$ cat src/rtl/vx_issue_scoreboard_if.sv
// Issue-scoreboard bus: instruction-buffer head, dispatch handshake and
// writeback release channel.
//   master : instruction buffer / dispatch / writeback side (drives head,
//            issue_ready and writeback packets)
//   slave  : the scoreboard (drives ibuf_ready and issue_valid)
interface vx_issue_scoreboard_if #(
  parameter int NW_BITS = 2,
  parameter int NR_BITS = 6
);
  logic               ibuf_valid;
  logic               ibuf_ready;
  logic [NW_BITS-1:0] ibuf_wid;
  logic               ibuf_wb;
  logic [NR_BITS-1:0] ibuf_rd;
  logic [NR_BITS-1:0] ibuf_rs1;
  logic [NR_BITS-1:0] ibuf_rs2;
  logic [NR_BITS-1:0] ibuf_rs3;
  logic               issue_valid;
  logic               issue_ready;
  logic               wb_valid;
  logic [NW_BITS-1:0] wb_wid;
  logic [NR_BITS-1:0] wb_rd;
  logic               wb_eop;

  modport master (
    output ibuf_valid, ibuf_wid, ibuf_wb, ibuf_rd, ibuf_rs1, ibuf_rs2, ibuf_rs3,
    output issue_ready, wb_valid, wb_wid, wb_rd, wb_eop,
    input  ibuf_ready, issue_valid
  );

  modport slave (
    input  ibuf_valid, ibuf_wid, ibuf_wb, ibuf_rd, ibuf_rs1, ibuf_rs2, ibuf_rs3,
    input  issue_ready, wb_valid, wb_wid, wb_rd, wb_eop,
    output ibuf_ready, issue_valid
  );
endinterface

$ cat src/rtl/vx_issue_scoreboard.sv
// Per-warp pending-write scoreboard between the instruction buffer and
// dispatch. Stalls the head instruction on RAW/WAW hazards, reserves rd on
// issue, releases it on the final writeback packet.
// Ports:
//   clk, reset   : clock, asynchronous active-low reset
//   sb (slave)   : head instruction, dispatch handshake, writeback release
//   perf_stalls  : saturating count of hazard-stall cycles
//   deadlock     : sticky, hazard stall lasted STALL_TIMEOUT consecutive cycles
//   err_release  : sticky, release of a register that was not pending
module vx_issue_scoreboard #(
  parameter int NUM_WARPS     = 4,
  parameter int NW_BITS       = 2,
  parameter int NUM_REGS      = 64,
  parameter int NR_BITS       = 6,
  parameter int STALL_TIMEOUT = 10000,
  parameter int PERF_BITS     = 32
) (
  input  logic                 clk,
  input  logic                 reset,
  vx_issue_scoreboard_if.slave sb,
  output logic [PERF_BITS-1:0] perf_stalls,
  output logic                 deadlock,
  output logic                 err_release
);
  localparam int TW = $clog2(STALL_TIMEOUT + 1);

  logic [NUM_REGS-1:0] pending [NUM_WARPS];
  logic [NUM_REGS-1:0] rel_mask;
  logic [NUM_REGS-1:0] res_mask;
  logic [NUM_REGS-1:0] head_eff;
  logic                rel;
  logic                hazard;
  logic                fire;
  logic                reserve;
  logic                res_same;
  logic                stall;
  logic [TW-1:0]       stall_left;

  assign rel = sb.wb_valid & sb.wb_eop;

  always_comb begin
    rel_mask = '0;
    if (rel) rel_mask[sb.wb_rd] = 1'b1;
  end

  // Head row with this cycle's release already applied (zero-bubble bypass).
  // Bit 0 is the hard-wired zero register and never blocks.
  always_comb begin
    head_eff = pending[sb.ibuf_wid];
    if (sb.wb_wid == sb.ibuf_wid) head_eff = head_eff & ~rel_mask;
    head_eff[0] = 1'b0;
  end

  assign hazard = head_eff[sb.ibuf_rs1] | head_eff[sb.ibuf_rs2] | head_eff[sb.ibuf_rs3]
                | (sb.ibuf_wb & head_eff[sb.ibuf_rd]);

  assign sb.issue_valid = sb.ibuf_valid & ~hazard;
  assign sb.ibuf_ready  = sb.issue_ready & ~hazard;
  assign fire           = sb.issue_valid & sb.issue_ready;
  assign stall          = sb.ibuf_valid & hazard;
  assign reserve        = fire & sb.ibuf_wb & (sb.ibuf_rd != '0);
  assign res_same       = reserve & (sb.ibuf_wid == sb.wb_wid) & (sb.ibuf_rd == sb.wb_rd);

  always_comb begin
    res_mask = '0;
    if (reserve) res_mask[sb.ibuf_rd] = 1'b1;
  end

  // Release is applied before reserve so a same-cycle reserve of the same
  // register leaves the bit set.
  always_ff @(posedge clk or negedge reset) begin
    if (!reset) begin
      for (int w = 0; w < NUM_WARPS; w++) pending[w] <= '0;
    end else begin
      for (int w = 0; w < NUM_WARPS; w++) begin
        pending[w] <= (pending[w] & ~((sb.wb_wid == NW_BITS'(w)) ? rel_mask : '0))
                    | ((sb.ibuf_wid == NW_BITS'(w)) ? res_mask : '0);
      end
    end
  end

  always_ff @(posedge clk or negedge reset) begin
    if (!reset) begin
      err_release <= 1'b0;
    end else if (rel && !pending[sb.wb_wid][sb.wb_rd] && !res_same) begin
      err_release <= 1'b1;
    end
  end

  always_ff @(posedge clk or negedge reset) begin
    if (!reset) begin
      perf_stalls <= '0;
    end else if (stall && perf_stalls != '1) begin
      perf_stalls <= perf_stalls + PERF_BITS'(1);
    end
  end

  // Watchdog: stall_left counts remaining consecutive stall cycles; it is
  // reloaded on any non-stall cycle and deadlock fires on the edge it hits 0.
  always_ff @(posedge clk or negedge reset) begin
    if (!reset) begin
      stall_left <= TW'(STALL_TIMEOUT);
      deadlock   <= 1'b0;
    end else begin
      if (!stall) begin
        stall_left <= TW'(STALL_TIMEOUT);
      end else if (stall_left != '0) begin
        stall_left <= stall_left - TW'(1);
      end
      if (stall && stall_left == TW'(1)) deadlock <= 1'b1;
    end
  end
endmodule

$ cat src/flat_wrapper.sv
// flat-port wrapper written by rule: the top's interface ports become plain ports
module vx_issue_scoreboard_flat 
#(
  parameter int NUM_WARPS     = 4,
  parameter int NW_BITS       = 2,
  parameter int NUM_REGS      = 64,
  parameter int NR_BITS       = 6,
  parameter int STALL_TIMEOUT = 10000,
  parameter int PERF_BITS     = 32
)
  (clk, reset, perf_stalls, deadlock, err_release, sb_ibuf_valid, sb_ibuf_wid, sb_ibuf_wb, sb_ibuf_rd, sb_ibuf_rs1, sb_ibuf_rs2, sb_ibuf_rs3, sb_issue_ready, sb_wb_valid, sb_wb_wid, sb_wb_rd, sb_wb_eop, sb_ibuf_ready, sb_issue_valid);
  vx_issue_scoreboard_if #(.NW_BITS(NW_BITS), .NR_BITS(NR_BITS)) sb_i ();
  input  logic clk;
  input  logic reset;
  output logic [PERF_BITS-1:0] perf_stalls;
  output logic deadlock;
  output logic err_release;
  input wire logic [$bits(sb_i.ibuf_valid)-1:0] sb_ibuf_valid;
  input wire logic [$bits(sb_i.ibuf_wid)-1:0] sb_ibuf_wid;
  input wire logic [$bits(sb_i.ibuf_wb)-1:0] sb_ibuf_wb;
  input wire logic [$bits(sb_i.ibuf_rd)-1:0] sb_ibuf_rd;
  input wire logic [$bits(sb_i.ibuf_rs1)-1:0] sb_ibuf_rs1;
  input wire logic [$bits(sb_i.ibuf_rs2)-1:0] sb_ibuf_rs2;
  input wire logic [$bits(sb_i.ibuf_rs3)-1:0] sb_ibuf_rs3;
  input wire logic [$bits(sb_i.issue_ready)-1:0] sb_issue_ready;
  input wire logic [$bits(sb_i.wb_valid)-1:0] sb_wb_valid;
  input wire logic [$bits(sb_i.wb_wid)-1:0] sb_wb_wid;
  input wire logic [$bits(sb_i.wb_rd)-1:0] sb_wb_rd;
  input wire logic [$bits(sb_i.wb_eop)-1:0] sb_wb_eop;
  output wire logic [$bits(sb_i.ibuf_ready)-1:0] sb_ibuf_ready;
  output wire logic [$bits(sb_i.issue_valid)-1:0] sb_issue_valid;
  assign sb_i.ibuf_valid = sb_ibuf_valid;
  assign sb_i.ibuf_wid = sb_ibuf_wid;
  assign sb_i.ibuf_wb = sb_ibuf_wb;
  assign sb_i.ibuf_rd = sb_ibuf_rd;
  assign sb_i.ibuf_rs1 = sb_ibuf_rs1;
  assign sb_i.ibuf_rs2 = sb_ibuf_rs2;
  assign sb_i.ibuf_rs3 = sb_ibuf_rs3;
  assign sb_i.issue_ready = sb_issue_ready;
  assign sb_i.wb_valid = sb_wb_valid;
  assign sb_i.wb_wid = sb_wb_wid;
  assign sb_i.wb_rd = sb_wb_rd;
  assign sb_i.wb_eop = sb_wb_eop;
  assign sb_ibuf_ready = sb_i.ibuf_ready;
  assign sb_issue_valid = sb_i.issue_valid;
  vx_issue_scoreboard #(.NUM_WARPS(NUM_WARPS), .NW_BITS(NW_BITS), .NUM_REGS(NUM_REGS), .NR_BITS(NR_BITS), .STALL_TIMEOUT(STALL_TIMEOUT), .PERF_BITS(PERF_BITS)) u_core (.clk(clk), .reset(reset), .sb(sb_i), .perf_stalls(perf_stalls), .deadlock(deadlock), .err_release(err_release));
endmodule
$ cat config.mk
export PLATFORM = sky130hd
export DESIGN_NAME = vx_issue_scoreboard_flat
export DESIGN_NICKNAME = d
export VERILOG_FILES = /design/src/rtl/vx_issue_scoreboard_if.sv /design/src/rtl/vx_issue_scoreboard.sv /design/src/flat_wrapper.sv
export SDC_FILE = /design/constraint.sdc
export NUM_CORES = 1
export LEC_CHECK = 0
export CAP_MARGIN = 0
export CORE_MARGIN = 10
export CORE_UTILIZATION = 39
export CTS_CLUSTER_SIZE = 12
export DETAILED_ROUTE_END_ITERATION = 16
export PLACE_DENSITY = 0.55
export SYNTH_ARGS = -nofsm -noshare
export SYNTH_HDL_FRONTEND = slang
export SYNTH_SLANG_ARGS = --single-unit
$ cat constraint.sdc
create_clock -name clk -period 10.85 [get_ports clk]
set_input_delay 2.7125 -clock clk [delete_from_list [all_inputs] [get_ports clk]]
set_output_delay 2.7125 -clock clk [all_outputs]
set_load 0.02 [all_outputs]
* Word level (Yosys, flattened, before mapping)
Cells that the tools add are included.
** Storage, ports and cells
- Flip-flop bits (word level) :: 304
- Logic and storage cells :: 106
** Operators by class
- Multiplexer cells :: 33
- Magnitude comparators :: 9
- Eq/ne operators :: 12
- Add/subtract/negate cells :: 2
- Bitwise gates (word level) :: 30
- Reductions and logical operators :: 12
** Operators with widths (count)
- $mux W64 :: 15
- $and A64 B64 Y64 :: 5
- $not A64 Y64 :: 5
- $bmux W64 S2 :: 2
- $or A64 B64 Y64 :: 4
- $lt A6 B7 Y1 const B :: 5
- $add A32 B1 Y32 const B :: 1
- $ne A32 B32 Y1 const B :: 1
- $bmux W1 S6 :: 5
- $mux W14 :: 2
- $eq A14 B1 Y1 const B :: 1
- $reduce_bool A14 Y1 :: 1
- $sub A14 B1 Y14 const B :: 1
- $demux W1 S6 :: 2
- $ge A6 B1 Y1 const B :: 2
- $and A1 B1 Y1 :: 10
- $eq A2 B2 Y1 const B :: 4
- $mux W1 :: 7
- $eq A6 B6 Y1 :: 1
- $ge A3 B3 Y1 const B :: 2
- $logic_and A1 B1 Y1 :: 6
- $not A2 Y3 :: 2
- $reduce_bool A6 Y1 :: 1
- $eq A2 B1 Y1 const B :: 2
- other kinds (6) :: 11

* Longest topological paths before layout
Gate-level depths: netlist of the first run.
- Depth after elaboration :: 22
- Depth in mapped cells :: 16

* Worst setup path after synthesis of the first run
Ideal clock, no wire load.
- Path kind :: input port to output port
- Start :: in sb_ibuf_wid[0]
- End :: out sb_ibuf_ready
- Stages on the path :: 14
- Arrival :: 5.908 ns
- Buffers on the path :: 5
- Setup slack :: 2.229 ns
- Cells stage by stage :: buf_4 buf_6 buf_4 mux4_2 o21ai_0 mux2_2 nand3_1 a311o_1 a311oi_1 o2111ai_1 a2111oi_4 buf_6 buf_6 and2_1
** Between the ends
- Cells in the longest elaborated chain, start to end :: 13
** Ends and longest elaborated chain
- start, declared :: RTL line flat_wrapper.sv:19 : input wire logic [$bits(sb_i.ibuf_wid)-1:0] sb_ibuf_wid;
- $not A2 Y3 (implied by the code) :: RTL line vx_issue_scoreboard.sv:49 : head_eff = pending[sb.ibuf_wid];
- $bmux W64 S2 :: RTL line vx_issue_scoreboard.sv:49
- $mux W64 (implied by the code) (2 in series) :: RTL line vx_issue_scoreboard.sv:49
- $and A64 B64 Y64 :: RTL line vx_issue_scoreboard.sv:50 : if (sb.wb_wid == sb.ibuf_wid) head_eff = head_eff & ~rel_mask;
- $mux W64 * :: RTL line vx_issue_scoreboard.sv:50
- $bmux W1 S6 :: RTL line vx_issue_scoreboard.sv:54 : assign hazard = head_eff[sb.ibuf_rs1] | head_eff[sb.ibuf_rs2] | head_eff[sb.ibuf_rs3]
- $mux W1 (implied by the code) :: RTL line vx_issue_scoreboard.sv:54
- $or A1 B1 Y1 (2 in series) :: RTL line vx_issue_scoreboard.sv:54
- $or A1 B1 Y1 * :: RTL line vx_issue_scoreboard.sv:55 : | (sb.ibuf_wb & head_eff[sb.ibuf_rd]);
- $not A1 Y1 * :: RTL line vx_issue_scoreboard.sv:58 : assign sb.ibuf_ready = sb.issue_ready & ~hazard;
- $and A1 B1 Y1 * :: RTL line vx_issue_scoreboard.sv:58
- end, declared :: RTL line flat_wrapper.sv:30 : output wire logic [$bits(sb_i.ibuf_ready)-1:0] sb_ibuf_ready;
Mark *: on every way between the ends. The rest lies on a longest branch, timed or not. The select of a mux whose other input is x is not followed.

* Worst setup path after layout of the first run
- Start :: in sb_wb_rd[0]
- End :: out sb_issue_valid
** Between the ends
- Cells in the longest elaborated chain, start to end :: 15
** Ends and longest elaborated chain
- start, declared :: RTL line flat_wrapper.sv:28 : input wire logic [$bits(sb_i.wb_rd)-1:0] sb_wb_rd;
- $lt A6 B7 Y1 (implied by the code) or $ge A6 B1 Y1 (tied branches) :: RTL line vx_issue_scoreboard.sv:43 : if (rel) rel_mask[sb.wb_rd] = 1'b1;
- $logic_and A1 B1 Y1 (implied by the code) :: RTL line vx_issue_scoreboard.sv:43
- $mux W1 (implied by the code) :: RTL line vx_issue_scoreboard.sv:43
- $demux W1 S6 *
- $mux W64 * :: RTL line vx_issue_scoreboard.sv:43
- $not A64 Y64 * :: RTL line vx_issue_scoreboard.sv:50
- $and A64 B64 Y64 * :: RTL line vx_issue_scoreboard.sv:50
- $mux W64 * :: RTL line vx_issue_scoreboard.sv:50
- $bmux W1 S6 :: RTL line vx_issue_scoreboard.sv:54
- $mux W1 (implied by the code) :: RTL line vx_issue_scoreboard.sv:54
- $or A1 B1 Y1 (2 in series) :: RTL line vx_issue_scoreboard.sv:54
- $or A1 B1 Y1 * :: RTL line vx_issue_scoreboard.sv:55
- $not A1 Y1 * :: RTL line vx_issue_scoreboard.sv:57 : assign sb.issue_valid = sb.ibuf_valid & ~hazard;
- $and A1 B1 Y1 * :: RTL line vx_issue_scoreboard.sv:57
- end, declared :: RTL line flat_wrapper.sv:31 : output wire logic [$bits(sb_i.issue_valid)-1:0] sb_issue_valid;
Marks and branches as above.

==> impl_metrics.json, run 1 <==
{
  "status": "completed",
  "yosysWarningCount": 0,
  "first_pass_iters": 5,
  "cp_slowest_stage_delay_ns": 0.77,
  "ys.flop_type": "dfrtp_1",
  "portBuffers": 76,
  "arrival_ns": 7.77,
  "drv_cap": 0,
  "syn_nets": 1871,
  "fmax_ghz": 0.0954,
  "synthAdderAreaFrac_pct": 0.200,
  "place.gp.congestion": 0.975,
  "cts.path.max_buffers": 3,
  "nNetsFinal": 1907,
  "clock-sinks": 304,
  "synth_seq_cells": 304,
  "antenna_found_initial": 3,
  "tightest_slew_ns": 1.05,
  "core-area_sq_um": 47600,
  "synth_compound_area_share_pct": 20.3,
  "via_count": 17000,
  "vias_per_cell": 6.81,
  "yosys.cell_types.count": 73,
  "ir_drop_mv": 0.114,
  "insertion_delay_ns": 0.55,
  "clkSlewWorstSetupHoldPaths_ns": 0.05,
  "grt_pass1_vias": 16600,
  "drt-total-wl_microns": 78900,
  "crit_top_cell": "clkdlybuf4s50_1",
  "dp_slack_ns": 0.466,
  "area_growth_pct": 14.2,
  "crit_chain": "clkdlybuf4s50_1 -> and4b_1 -> nand4_1 -> o21ai_0 -> mux2i_1 -> o211ai_1 -> o22ai_1 -> a311oi_1 -> o2111ai_1 -> a2111o_1 -> nor2_1 -> clkdlybuf4s50_1",
  "cts_resized": 0,
  "p_per_area_nw_per_um2": 128,
  "hold_class": "flip-flop to flip-flop",
  "critical_path_class": "primary input to output pin",
  "io_pins": 77,
  "synthArstFlopShare_pct": 100,
  "ctsHoldBuffers": 0,
  "cts_tree": "built",
  "most-common-layout-cells": "o21ai_0 (558), dfrtp_1 (299), mux4_2 (162)",
  "dieArea_sq_um": 57400,
  "cellInternalPower_w": 0.00197,
  "netlist_area_sq_um": 18800,
  "slew_viol_final": 0,
  "synth_edf_count": 0,
  "clock_skew_ns": 0.0211,
  "critPathTopFamily": "compound AO/OA/AOI/OAI gates",
  "cp-start-kind": "primary input",
  "fin_crit_sh_pct": 96.6,
  "reg2reg_slack_ns": 5.66,
  "htree_num_levels": 2,
  "hold_viol_final": 0,
  "sw_frac_of_total_pct": 28.2,
  "dp.final_hpwl_microns": 54400,
  "cp_max_fo": 12,
  "grt_max_degree": 89,
  "setup_viol": 0,
  "drt_iter0_drc": 2125,
  "cts_inserted_buffers": 36,
  "max_slew_margin_pct": 29.6,
  "clock_power_share_pct": 42.2,
  "grt_use_total_pct": 27.3,
  "final_common_cell": "o21ai_0",
  "grt_setup_unrepaired": "false",
  "wl_per_cell_microns": 31.5,
  "drcViolationCount": 0,
  "grt_pass1_wl_microns": 116000,
  "syn_inst": 1827,
  "post-cts-setup-buffer-count": 0,
  "path_buf_inv": 2,
  "avgSynthCellArea_sq_um": 10.3,
  "fin_ws_ns": 0.364,
  "ant_nets": 0,
  "synth_mux_area_share_pct": 21.7,
  "critical_path_required_ns": 8.14,
  "ys_seq_area_share_pct": 40.5,
  "synth-simple-area-share_pct": 11.0,
  "slowest_stage": "and4b_1",
  "drive_above_1_share_pct": 17.8,
  "synth_top_family_by_area": "multiplexers",
  "power_frac_seq_pct": 43.3,
  "leakage_nw": 8.18,
  "dieHeight_microns": 239,
  "ctsRootBufferMaster": "clkbuf_16",
  "grt_overflow_total": 0,
  "endpoint_kind": "output pin",
  "min_period_ns": 10.49,
  "synthXorXnorAreaFrac_pct": 2.41,
  "start_util_pct": 39.4,
  "finalSetupTns_ns": 0,
  "std_cell_rows": 80,
  "power.switching_w": 0.000777,
  "power_frac_comb_pct": 14.4,
  "fp.dieW_microns": 239
}
[worst register-to-register path, cell delays in order, from the launching register on]
cell,delay [ns]
dfrtp_1,0.39
mux4_2,0.49
o21ai_1,0.33
mux2_1,0.23
nand3_1,0.08
a311o_1,0.39
a311oi_1,0.46
o2111ai_1,0.30
a2111oi_4,0.35
buf_4,0.38
nand4_1,0.89
buf_4,0.57
o21ai_0,0.24
[power groups by stage]
| stage | clock (W) | sequential [W] | combinational, W |
|---|---|---|---|
| 2_1_floorplan | 0 | 0.00122 | 0.000207 |
| 3_3_place_gp | 0 | 0.00121 | 0.000392 |
| 3_5_place_dp | 0 | 0.00121 | 0.000392 |
| 4_1_cts | 0.00118 | 0.00119 | 0.000393 |
| 5_1_grt | 0.00122 | 0.00120 | 0.000422 |
| 6_report | 0.00116 | 0.00119 | 0.000397 |
[kinds of logic after synthesis]
kind of cell,after synthesis
and+or+nand+nor,396
DFF,304
xor gates and xnor gates,50
muxes,203
adders and majority gates,3
AOI/OAI and AO/OA,699
buffers and inverters,172
[sequential cells by signal, summed over array words and instances, names as in the netlist]
name                flops
u_core.pending        256
u_core.perf_stalls     32
u_core.stall_left      14
u_core.deadlock         1
u_core.err_release      1
[routing by layer]
layer	wire length, microns	up-vias	GRT usage [%]
li1	-	7064	-
met1	33400	8882	38.2
met2	34600	940	40.2
met3	7350	161	5.42
met4	3560	2	12.0
met5	12	-	0
[worst paths after layout]
| check | from | endpoint | depth (start not counted) |
|---|---|---|---|
| hold / removal | u_core.perf_stalls[11] | u_core.perf_stalls[11] | 1 |
| hold reg to reg | u_core.perf_stalls[11] | u_core.perf_stalls[11] | 1 |
| max in group asynchronous | reset | u_core.pending[230] | 2 |
| min in group asynchronous | reset | u_core.pending[36] | 1 |
| setup reg to reg | u_core.pending[25] | u_core.pending[168] | 12 |
| setup / recovery | sb_wb_rd[0] | sb_issue_valid | 12 |
[synthesized netlist by cell type, types with 9 or more instances]
cell type  instances  area (sq um)
o21ai_0          558          2790
dfrtp_1          299          7480
mux4_2           162          3650
nand2_1          157           589
clkbuf_1         108           405
nand3_1           43           215
nand4_1           37           231
nor2_1            37           139
xnor2_1           33           289
mux2i_1           29           290
a22oi_1           26           195
a21oi_1           23           115
buf_2             19          95.1
nor3_1            19          95.1
buf_1             18          67.6
and3_1            16           100
o211ai_1          16           120
xor2_1            15           131
o21ai_1           13          65.1
inv_1             12          45.0
or4_1             12          90.1
mux2_2            10           113
nand2b_1          10          62.6
nor2b_1            9          56.3
[through the flow]
stage / util [%] / hold WS [ns] / area, sq um / instances / power [W]
after floorplan: - / 0.452 / 18800 / 1827 / 0.00143
after global placement: 42.7 / 0.464 / 20300 / 2440 / 0.00160
after detailed placement: 42.7 / 0.471 / 20300 / 2440 / 0.00160
after CTS: 45.0 / 0.487 / 21400 / 2502 / 0.00276
after global routing: 45.0 / 0.509 / 21400 / 2502 / 0.00284
final: 45.0 / 0.481 / 21500 / 2503 / 0.00275
[area by class of cell]
class	instances	area (sq um)
antenna	1	2.50
fill	4528	26200
sequential	304	7610
inverter	14	52.6
clock buffer	56	1070
clock inverter	6	32.5
timing repair buffer	156	1400
multi-input combinational	1351	10500
tap	615	769
(Power assumes the default switching activity.)
==> run 2, diff against run 1 <==
--- a/config.mk
+++ b/config.mk
@@ -5,9 +5,11 @@
 export SDC_FILE = /design/constraint.sdc
 export NUM_CORES = 1
 export LEC_CHECK = 0
+export ABC_CLOCK_PERIOD_IN_PS = 10850
 export CAP_MARGIN = 0
 export CORE_MARGIN = 10
 export CORE_UTILIZATION = 39
+export CTS_CLUSTER_DIAMETER = 60
 export CTS_CLUSTER_SIZE = 12
 export DETAILED_ROUTE_END_ITERATION = 16
 export PLACE_DENSITY = 0.55
==> run 2 against run 1 <==
Global-route usage is 0.058 points lower. Highest routed layer unchanged. Wire length hardly changed. Design area is 0.13% lower. Largest cell class unchanged.
==> impl_metrics.json, run 2 (synthesis gave the netlist of run 1 again) <==
{
  "dieArea_sq_um": 57400,
  "critical_path_class": "primary input to output pin",
  "area_growth_pct": 14.0,
  "final_area_sq_um": 21400,
  "nNetsFinal": 1905,
  "portBuffers": 76,
  "placed_cell_area_sq_um": 20300,
  "multi_input_comb_area_sq_um": 10500,
  "clock_skew_ns": 0.0273,
  "max_slew_margin_pct": 30.4,
  "grt_pass1_wl_microns": 116000,
  "drv_cap": 0,
  "endpoint_kind": "output pin",
  "min_period_ns": 10.49,
  "clkSlewWorstSetupHoldPaths_ns": 0.06,
  "drcViolationCount": 0,
  "cts_inserted_buffers": 34,
  "cts_tree": "built",
  "drive_above_1_share_pct": 17.6,
  "fin_crit_sh_pct": 96.7,
  "power.total_w": 0.00276,
  "clock-sinks": 304,
  "core-area_sq_um": 47600,
  "fillers": 4517,
  "first_pass_iters": 5,
  "vias_per_cell": 6.84,
  "wl_per_cell_microns": 31.6,
  "setup_viol": 0,
  "largest_reg_flops": 256,
  "p_per_area_nw_per_um2": 129,
  "arrival_ns": 7.78,
  "dp.final_hpwl_microns": 54400,
  "place.gp.congestion": 0.975,
  "dieHeight_microns": 239,
  "htree_num_levels": 2,
  "cts.path.max_buffers": 3,
  "most-common-layout-cells": "o21ai_0 (558), dfrtp_1 (299), mux4_2 (162)",
  "grt_setup_unrepaired": "false",
  "ctsHoldBuffers": 0,
  "start_util_pct": 39.4,
  "finalSetupTns_ns": 0,
  "top_regs": "u_core.pending x256, u_core.perf_stalls x32, u_core.stall_left x14",
  "slew_viol_final": 0,
  "final_common_cell": "o21ai_0",
  "cp-start-kind": "primary input",
  "via_count": 17100,
  "critical_path_required_ns": 8.14,
  "drt-total-wl_microns": 78900,
  "grt_overflow_total": 0,
  "hold_class": "flip-flop to flip-flop",
  "grt_max_degree": 89,
  "ir_drop_mv": 0.0898,
  "status": "completed",
  "fmax_ghz": 0.0953,
  "ctsRootBufferMaster": "clkbuf_16",
  "io_pins": 77,
  "post-cts-setup-buffer-count": 0,
  "insertion_delay_ns": 0.55,
  "std_cell_rows": 80,
  "ant_nets": 0,
  "antenna_found_initial": 4,
  "cp_max_fo": 12,
  "hold_viol_final": 0,
  "grt_use_total_pct": 27.2,
  "holdPathStages": 1,
  "fp.dieW_microns": 239,
  "grt_pass1_vias": 16500,
  "leakage_nw": 8.16,
  "final-seq-area_sq_um": 7610,
  "reg2regPathDepth": 12,
  "tightest_slew_ns": 1.04,
  "drt_iter0_drc": 2094,
  "top_register": "u_core.pending"
}
==> run 2: changes by cell type in the layout (fill, tap and decap cells not counted), sizes merged <==
| cell | change |
|---|---|
| clkinvlp | +1 |
| bufinv | +4 |
| clkinv | -2 |
| inv | +1 |
| clkbuf | -11 |
==> run 2: final cells by class <==
class                           instances  area share (%)
Clock buffer                           45            4.26
Inverter                               14           0.245
Timing Repair Buffer                  156            6.55
Tap cell                              615            3.59
Multi-Input combinational cell       1351            49.1
Clock inverter                         10           0.742
Antenna cell                            1          0.0117
Sequential cell                       304            35.5
==> run 2: worst paths after layout <==
check / from / end / slack (ns)
worst max-delay path: sb_wb_rd[0] / sb_issue_valid / 0.36
worst min-delay path: u_core.perf_stalls[11] / u_core.perf_stalls[11] / 0.48
min in group asynchronous: reset / u_core.pending[237] / 2.15
worst min register to register: u_core.perf_stalls[11] / u_core.perf_stalls[11] / 0.48
max in group asynchronous: reset / u_core.pending[38] / 7.08
worst max register to register: u_core.pending[89] / u_core.pending[168] / 5.70
==> run 2: per-layer routing <==
metal | vias up | track usage [%] | routed length, microns
met5 | - | 0 | 12
li1 | 7057 | - | -
met2 | 1025 | 40.8 | 35000
met4 | 2 | 10.8 | 3220
met3 | 166 | 5.54 | 8120
met1 | 8821 | 38.0 | 32600
==> run 2: report_power, final <==
| group | internal (W) | leakage (nW) | switching (W) | total, W |
|---|---|---|---|---|
| sequential | 0.00116 | 4.20 | 0.0000288 | 0.00119 |
| clock | 0.000686 | 0.516 | 0.000483 | 0.00117 |
| combinational | 0.000137 | 3.44 | 0.000260 | 0.000397 |
==> run 2: through the flow <==
stage                     instances  utilization [%]  setup WS [ns]  hold slack, ns
after detailed placement       2440             42.7          0.466           0.471
final                          2496             45.0          0.356           0.482
after global routing           2495             45.0          0.136           0.509
after floorplan                1827                -           2.23           0.452
after global placement         2440             42.7          0.410           0.464
after CTS                      2495             44.9          0.437           0.489
==> run 2: what timing repair did <==
item	4_1_cts	5_1_grt
gates resized for setup	0	1
hold endpoints to repair	0	0
endpoints found under the setup margin	0	1
==> run 2: worst max-delay path, cell delays in order <==
cell	delay (ns)
clkdlybuf4s50_1	0.75
and4b_1	0.77
nand4_1	0.39
o21ai_0	0.55
mux2i_1	0.20
o211ai_1	0.30
o22ai_1	0.14
a311oi_1	0.47
o2111ai_1	0.30
a2111o_1	0.44
nor2_1	0.12
clkdlybuf4s50_1	0.63
==> run 3, diff against run 2 <==
--- a/config.mk
+++ b/config.mk
@@ -5,7 +5,6 @@
 export SDC_FILE = /design/constraint.sdc
 export NUM_CORES = 1
 export LEC_CHECK = 0
-export ABC_CLOCK_PERIOD_IN_PS = 10850
 export CAP_MARGIN = 0
 export CORE_MARGIN = 10
 export CORE_UTILIZATION = 39
==> results of run 3 <==
Same layout as run 2: the final DEF is identical, and so are final timing and power.
